===== src/rtl/pipeline_hazard_ctrl.sv =====
// Hazard/flush controller for the 5-stage pipeline: load-use bubbles, branch and
// jump redirects, memory wait with timeout, and exception entry/drain.
module pipeline_hazard_ctrl #(
  parameter int LU_BUBBLES = 1,
  parameter int EXC_DRAIN  = 2,
  parameter int MEM_TMO    = 15
) (
  input  logic       clk,
  input  logic       reset,
  input  logic [4:0] id_rs,
  input  logic [4:0] id_rt,
  input  logic       id_use_rt,
  input  logic       ex_memread,
  input  logic [4:0] ex_rt,
  input  logic       ex_br_taken,
  input  logic       id_jump,
  input  logic       id_illop,
  input  logic       id_xadr,
  input  logic       mem_busy,
  output logic       pc_hold,
  output logic       ifid_hold,
  output logic       ifid_flush,
  output logic       idex_flush,
  output logic       pipe_freeze,
  output logic [1:0] pc_sel,
  output logic       epc_we,
  output logic       busy_err
);

  typedef enum logic [1:0] {RUN, LU_STALL, MEM_WAIT, EXC} state_t;

  localparam logic [3:0] LU_INIT  = 4'(LU_BUBBLES - 1);
  localparam logic [3:0] EXC_INIT = 4'(EXC_DRAIN - 1);
  localparam logic [3:0] TMO      = 4'(MEM_TMO);
  localparam bit         LU_MULTI = (LU_BUBBLES > 1);

  state_t     state, state_nxt;
  logic [3:0] cnt, cnt_nxt;
  logic       lu_hit, exc_req, tmo_hit;

  assign lu_hit  = ex_memread && (ex_rt != 5'd0) &&
                   ((ex_rt == id_rs) || (id_use_rt && (ex_rt == id_rt)));
  assign exc_req = id_illop || id_xadr;
  // A memory stall that outlives the budget is turned into a bus-error exception.
  assign tmo_hit = (state == MEM_WAIT) && mem_busy && (cnt == TMO);

  always_ff @(posedge clk or posedge reset) begin
    if (reset) begin
      state    <= RUN;
      cnt      <= 4'd0;
      busy_err <= 1'b0;
    end else begin
      state <= state_nxt;
      cnt   <= cnt_nxt;
      if (tmo_hit) busy_err <= 1'b1;
    end
  end

  always_comb begin
    state_nxt = state;
    cnt_nxt   = cnt;
    case (state)
      RUN, MEM_WAIT: begin
        if (mem_busy) begin
          if (state == RUN) begin
            state_nxt = MEM_WAIT;
            cnt_nxt   = 4'd1;
          end else if (tmo_hit) begin
            state_nxt = EXC;
            cnt_nxt   = EXC_INIT;
          end else if (cnt != 4'hF) begin
            cnt_nxt = cnt + 4'd1;
          end
        end else if (ex_br_taken) begin
          state_nxt = RUN;
        end else if (exc_req) begin
          state_nxt = EXC;
          cnt_nxt   = EXC_INIT;
        end else if (lu_hit && LU_MULTI) begin
          state_nxt = LU_STALL;
          cnt_nxt   = LU_INIT;
        end else begin
          state_nxt = RUN;
        end
      end
      LU_STALL: begin
        if (mem_busy) begin
          state_nxt = MEM_WAIT;
          cnt_nxt   = 4'd1;
        end else if (cnt <= 4'd1) begin
          state_nxt = RUN;
        end else begin
          cnt_nxt = cnt - 4'd1;
        end
      end
      EXC: begin
        if (cnt == 4'd0) state_nxt = RUN;
        else             cnt_nxt   = cnt - 4'd1;
      end
      default: begin
        state_nxt = RUN;
        cnt_nxt   = 4'd0;
      end
    endcase
  end

  always_comb begin
    pc_hold     = 1'b0;
    ifid_hold   = 1'b0;
    ifid_flush  = 1'b0;
    idex_flush  = 1'b0;
    pipe_freeze = 1'b0;
    pc_sel      = 2'd0;
    epc_we      = 1'b0;
    if (reset) begin
      ifid_flush = 1'b1;
      idex_flush = 1'b1;
    end else begin
      case (state)
        RUN, MEM_WAIT: begin
          if (tmo_hit) begin
            pc_sel     = 2'd3;
            epc_we     = 1'b1;
            ifid_flush = 1'b1;
            idex_flush = 1'b1;
          end else if (mem_busy) begin
            pc_hold     = 1'b1;
            ifid_hold   = 1'b1;
            pipe_freeze = 1'b1;
          end else if (ex_br_taken) begin
            pc_sel     = 2'd1;
            ifid_flush = 1'b1;
            idex_flush = 1'b1;
          end else if (exc_req) begin
            pc_sel     = 2'd3;
            epc_we     = 1'b1;
            ifid_flush = 1'b1;
            idex_flush = 1'b1;
          end else if (lu_hit) begin
            pc_hold    = 1'b1;
            ifid_hold  = 1'b1;
            idex_flush = 1'b1;
          end else if (id_jump) begin
            pc_sel     = 2'd2;
            ifid_flush = 1'b1;
          end
        end
        LU_STALL: begin
          pc_hold   = 1'b1;
          ifid_hold = 1'b1;
          if (mem_busy) pipe_freeze = 1'b1;
          else          idex_flush  = 1'b1;
        end
        EXC: begin
          ifid_flush = 1'b1;
          idex_flush = 1'b1;
        end
        default: begin
          ifid_flush = 1'b1;
          idex_flush = 1'b1;
        end
      endcase
    end
  end

endmodule

===== config.mk =====
export PLATFORM = sky130hd
export DESIGN_NAME = pipeline_hazard_ctrl
export DESIGN_NICKNAME = d
export VERILOG_FILES = /design/src/rtl/pipeline_hazard_ctrl.sv
export SDC_FILE = /design/constraint.sdc
export NUM_CORES = 1
export LEC_CHECK = 0
export CORE_MARGIN = 8
export CORE_UTILIZATION = 44
export DETAILED_ROUTE_END_ITERATION = 10
export PLACE_DENSITY = 0.84
export SYNTH_ARGS = -nofsm -noshare
export SYNTH_HDL_FRONTEND = slang
export SYNTH_SLANG_ARGS = --single-unit

===== constraint.sdc =====
create_clock -name clk -period 5.4 [get_ports clk]
set_input_delay 0.81 -clock clk [delete_from_list [all_inputs] [get_ports clk]]
set_output_delay 0.81 -clock clk [all_outputs]
set_load 0.02 [all_outputs]

Yosys cells after proc, flatten, opt, wreduce, memory -nomap -nowiden
Cells that the tools add are included.
{"block": "word_totals", "ff_bits": 7, "output_inout_bits": 9}
{"block": "op_classes", "add_sub_neg": 2, "magnitude_cmp": 1, "n_eq_ne": 15, "mux": 59, "reduce_logical": 13}
{"cell": "$mux W4", "count": 9}
{"cell": "$mux W2", "count": 16}
{"cell": "$mux W1", "count": 28}
{"cell": "$ne A3 B3 Y1 const B", "count": 4}
{"cell": "$pmux W4 S3", "count": 1}
{"cell": "$eq A5 B5 Y1", "count": 2}
{"cell": "$ne A4 B4 Y1 const B", "count": 2}
{"cell": "$pmux W1 S2", "count": 3}
{"cell": "$pmux W2 S3", "count": 1}
{"cell": "$logic_and A1 B1 Y1", "count": 5}
{"cell": "$ne A5 B5 Y1 const B", "count": 1}
{"cell": "$reduce_and A5 Y1", "count": 1}
{"cell": "$reduce_bool A5 Y1", "count": 1}
{"cell": "$add A4 B1 Y4 const B", "count": 1}
{"cell": "$eq A2 B2 Y1 const B", "count": 2}
{"cell": "$eq A4 B4 Y1 const B", "count": 1}
{"cell": "$le A4 B1 Y1 const B", "count": 1}
{"cell": "$logic_not A4 Y1", "count": 1}
{"cell": "$ne A2 B2 Y1 const B", "count": 2}
{"cell": "$sub A4 B1 Y4 const B", "count": 1}
{"cell": "$pmux W1 S3", "count": 1}
{"cell": "$reduce_and A3 Y1", "count": 1}
{"cell": "$eq A2 B1 Y1 const B", "count": 1}
{"cell": "$logic_not A2 Y1", "count": 1}
{"cell": "other kinds (2)", "count": 3}

Longest topological paths before layout
{"block": "logic_depth", "word_depth": 11, "mapped_depth": 7, "ltp_nobuf": 7}

Least setup slack after synthesis
Ideal clock, no wire load.
{"block": "synth_timing", "path_kind": "in2out", "from": "in ex_rt[1]", "to": "out pc_sel[1]", "arrival_time_ns": 2.161, "required_time_ns": 4.590, "setup_slack_ns": 2.429, "stages": 4, "n_path_buf": 0, "cell_sequence": "or4_4 > o21ai_2 > o211ai_1 > a211oi_1"}
{"block": "synth_via", "elab_chain_cells": 11, "word_cells_on_any_way": 14}
{"element": "from (decl)", "line_no": "14", "source": "input logic [4:0] ex_rt,"}
{"element": "$eq A5 B5 Y1", "line_no": "42", "source": "((ex_rt == id_rs) || (id_use_rt && (ex_rt == id_rt)));"}
{"element": "$logic_and A1 B1 Y1", "line_no": "42"}
{"element": "$logic_or A1 B1 Y1", "line_no": "42"}
{"element": "$logic_and A1 B1 Y1 (*)", "line_no": "41", "source": "assign lu_hit = ex_memread && (ex_rt != 5'd0) &&"}
{"element": "$mux W2 (*)", "line_no": "139", "source": "end else if (lu_hit) begin"}
{"element": "$mux W2 (*)", "line_no": "134", "source": "end else if (exc_req) begin"}
{"element": "$mux W2 (*)", "line_no": "130", "source": "end else if (ex_br_taken) begin"}
{"element": "$mux W2 (*)", "line_no": "126", "source": "end else if (mem_busy) begin"}
{"element": "$mux W2 (*)", "line_no": "121", "source": "if (tmo_hit) begin"}
{"element": "$mux W2 (*)", "line_no": "119", "source": "case (state)"}
{"element": "$mux W2 (*)", "line_no": "115", "source": "if (reset) begin"}
{"element": "to (decl)", "line_no": "25", "source": "output logic [1:0] pc_sel,"}
Every way passes the cells marked *; elsewhere a longest branch is shown, timed or not.

Worst setup path after layout
{"block": "layout_timing", "from": "in mem_busy", "to": "out ifid_flush"}
{"block": "layout_via", "elab_chain_cells": 5, "word_cells_on_any_way": 6}
{"element": "from (decl)", "line_no": "19", "source": "input logic mem_busy,"}
{"element": "$logic_and A1 B1 Y1 (2 in series)", "line_no": "45", "source": "assign tmo_hit = (state == MEM_WAIT) && mem_busy && (cnt == TMO);"}
{"element": "$mux W1 (*)", "line_no": "121"}
{"element": "$pmux W1 S2 (*)", "line_no": "119"}
{"element": "$mux W1 (*)", "line_no": "115"}
{"element": "to (decl)", "line_no": "22", "source": "output logic ifid_flush,"}
Marked as above.

==> summary.txt <==
Outcome
  • Run status: completed

CTS
  • Clock Sinks: 7
  • Worst-skew pair later-pin latency: 0.24 ns
  • Register clock-pin slew on the reported worst setup and hold paths: 0.05 ns
  • Root Driver: sky130_fd_sc_hd__clkbuf_4
  • Number of hold buffers added after CTS: 0
  • CTS Buf Count: 3
  • Max H-tree Level: 1
  • Quantity of gates resized following cts: 0
  • Clock tree buffer depth: 2
  • Buffers inserted during post-CTS setup optimization: 0
  • Clock tree from TritonCTS: done

Timing
  • Unrepaired setup endpoints after global routing: no
  • Post-layout minimum cycle time: 3.99 ns
  • Setup TNS Final: 0 ns
  • Count of endpoints failing setup in the final report: 0
  • Max-slew violation count: 0
  • Slew HR: 47.7%
  • Endpoints failing hold: 0
  • Portion of the clock cycle consumed by the worst path in the final layout: 73.9%
  • Worst Slack Setup Final: 1.41 ns
  • Tightest Pin Transition: 0.783 ns
  • Max Clock Freq: 251 MHz
  • Fin Clk Skew: 0.00143 ns
  • Worst hold slack across all endpoints: 0.465 ns

Synth
  • Distinct cell type count of the synthesized netlist: 40
  • Portion of the post-synthesis area used by sequential elements: 23.7%
  • Number of synthesized register bits: 7
  • Count of flip-flops with a built-in enable after synthesis: 0
  • Asr flop ratio synth: 100%
  • Post-Syn Nets: 119
  • Avg Cell Area, Syn: 8.04 um^2
  • Count of yosys warnings during synthesis: 0
  • Cell area after synthesis: 739 um^2
  • Top FF cell, synth: sky130_fd_sc_hd__dfrtp_1
  • Post-Syn Instances: 92

Global route
  • All-Layer GR Usage: 12.7%
  • Met2 track demand over resource in global routing: 20.9%
  • Maximum number of pins on one net before global-route repair: 14
  • Layer with the highest usage after global routing: met2
  • Global-route wire length before repair: 3500 um
  • Met3 capacity usage during global routing: 4.43%
  • Number of antenna violations at the first check in global routing: 0
  • Remaining global-route overflow: 0
  • Vias in the first global route: 839
  • Met1 usage: 13.8%

Pwr
  • Internal Pwr Total: 0.000221 W
  • Areal power density over the cells: 378 mW/mm^2
  • Worst vdd ir: 0.170 mV
  • Portion of total power attributed to the clock network: 11.0%
  • Switching Share: 45.4%
  • Share of power burned in combinational logic: 61.3%
  • Share of power burned in registers: 27.7%
  • Leakage power summed over all cells: 0.422 nW
  • Switching Power: 0.000184 W

Min path
  • Hold path depth: 1
  • Worst min path class: register to register

Cells and area
  • N_diodes: 0
  • Final standard cell count with taps included and fillers excluded: 141
  • Count of fill cells added during filler insertion: 146
  • Relative area change from synthesis to final layout: 45.2%
  • Fin util: 65.0%
  • Share of post-route cells with drive strength above 1: 4.84%
  • Net count, final: 152

Drt
  • Average via count per standard cell: 5.94
  • Final routed wire length divided by cell count: 14.7 um
  • Final antenna-violating net count: 0
  • First-iteration detailed-routing DRC count: 21
  • Total vias in the final route: 837
  • Number of DRC violations after detailed routing: 0
  • Wire length after detailed routing: 2070 um
  • First-pass detailed-route iteration total: 4

Die
  • Starting density of the core: 44.8%
  • Chip Width: 57.0 um
  • Area enclosed by the die boundary: 0.00325 mm^2
  • Placeable core area: 0.00165 mm^2
  • Y dimension of the die: 57.0 um
  • Count of boundary I/O pins: 33
  • Total number of placement rows: 15

Setup path
  • Logic depth of the worst register-to-register path: 7
  • Critical Path Start Type: input port
  • CP Data Required Time: 4.59 ns
  • Class of the most critical setup path: input port to primary output
  • Critical path peak fanout: 12
  • Arrival @ worst endpoint: 3.18 ns
  • Critical Path Sink Type: primary output

Place
  • Placed cell count: 137
  • Dpl ws: 1.43 ns
  • Gpl congestion: 0.850
  • Quantity of I/O buffers inserted on ports: 32
  • DPL Wire Length: 1770 um

Job
  • Number of maximum-capacitance violations: 0
[Yosys cell counts, types with 2 or more instances]
cell type | number | area [um^2]
sky130_fd_sc_hd__nor3_1 | 6 | 30.0
sky130_fd_sc_hd__inv_1 | 3 | 11.3
sky130_fd_sc_hd__a31oi_1 | 2 | 12.5
sky130_fd_sc_hd__and2_1 | 3 | 18.8
sky130_fd_sc_hd__buf_6 | 2 | 22.5
sky130_fd_sc_hd__o21ai_0 | 3 | 15.0
sky130_fd_sc_hd__dfrtp_1 | 7 | 175
sky130_fd_sc_hd__nand3_1 | 2 | 10.0
sky130_fd_sc_hd__xor2_1 | 9 | 78.8
sky130_fd_sc_hd__nand2b_1 | 2 | 12.5
sky130_fd_sc_hd__o31ai_1 | 2 | 15.0
sky130_fd_sc_hd__nand2_1 | 4 | 15.0
sky130_fd_sc_hd__nor3b_1 | 2 | 15.0
sky130_fd_sc_hd__a211oi_1 | 2 | 15.0
sky130_fd_sc_hd__ha_1 | 3 | 37.5
sky130_fd_sc_hd__nor2_1 | 9 | 33.8
sky130_fd_sc_hd__a21oi_1 | 8 | 40.0
[final timing paths]
kind	from	endpoint	slack, ns
setup / recovery	mem_busy	ifid_flush	1.41
hold reg to reg	busy_err$_DFFE_PP0P_	busy_err$_DFFE_PP0P_	0.46
setup reg to reg	cnt[1]$_DFFE_PP0P_	cnt[1]$_DFFE_PP0P_	3.53
min in group asynchronous	reset	busy_err$_DFFE_PP0P_	0.98
max in group asynchronous	reset	state[0]$_DFFE_PP0P_	4.21
hold / removal	busy_err$_DFFE_PP0P_	busy_err$_DFFE_PP0P_	0.46
[routing by layer]
metal	vias up	wire (um)
li1	406	-
met5	-	0
met3	0	169
met1	390	856
met2	41	1050
met4	0	0
[registers in the layout, indices dropped and copies added, names as in the netlist]
register	cells
busy_err	1
cnt	4
state	2
[metrics by stage]
stage,power (W),instance area (um^2)
final,0.000406,1070
after global routing,0.000439,1070
after CTS,0.000405,1070
after detailed placement,0.000359,1050
after global placement,0.000349,1050
after floorplan,0.000279,739
[cell type report]
type                            count  area, um^2  share of cell area, %
Clock buffer                        4        26.3                   2.45
Inverter                            3        11.3                   1.05
Multi-Input combinational cell     78         519                   48.4
Timing Repair Buffer               32         320                   29.8
Tap cell                           17        21.3                   1.98
Sequential cell                     7         175                   16.3
[placed cells by master (no fill, tap or decap), types with 2 or more instances in the layout]
cell,instances
sky130_fd_sc_hd__inv_1,3
sky130_fd_sc_hd__o31ai_1,2
sky130_fd_sc_hd__ha_1,3
sky130_fd_sc_hd__xor2_1,9
sky130_fd_sc_hd__nand2_1,4
sky130_fd_sc_hd__clkbuf_4,3
sky130_fd_sc_hd__nand2b_1,2
sky130_fd_sc_hd__dfrtp_1,7
sky130_fd_sc_hd__clkdlybuf4s50_1,32
sky130_fd_sc_hd__nand3_1,2
sky130_fd_sc_hd__a31oi_1,2
sky130_fd_sc_hd__nor2_1,9
sky130_fd_sc_hd__a211oi_1,2
sky130_fd_sc_hd__nor3_1,6
sky130_fd_sc_hd__nor3b_1,2
sky130_fd_sc_hd__a21oi_1,8
sky130_fd_sc_hd__and2_1,3
sky130_fd_sc_hd__o21ai_0,3
[worst max-delay path, cell delays in order]
cell and delay [ns]:
sky130_fd_sc_hd__clkdlybuf4s50_1 0.69, sky130_fd_sc_hd__nand3b_1 0.17, sky130_fd_sc_hd__or2_4 0.31, sky130_fd_sc_hd__a21oi_1 0.27, sky130_fd_sc_hd__o31ai_1 0.14, sky130_fd_sc_hd__a21oi_1 0.16
sky130_fd_sc_hd__clkdlybuf4s50_1 0.62
[kinds of logic (layout without fill, tap and decap cells)]
group                      Yosys count  count (layout)  synth area share (%)
DFF                                  7               7                  23.7
xor gates and xnor gates            10              10                  11.8
and+or+nand+nor                     36              36                  26.7
adders and majority gates            3               3                  5.08
AOI/OAI and AO/OA                   29              29                  26.6
buffers and inverters                7              39                  6.09
[power groups by stage]
stage / Clock, W / Sequential (W) / Combinational [W]
after floorplan: 0 / 0.0000987 / 0.000181
after CTS: 0.0000457 / 0.000110 / 0.000249
after global routing: 0.0000508 / 0.000115 / 0.000273
after global placement: 0 / 0.000109 / 0.000240
final: 0.0000445 / 0.000112 / 0.000249
after detailed placement: 0 / 0.000111 / 0.000248
(Power assumes the default switching activity.)
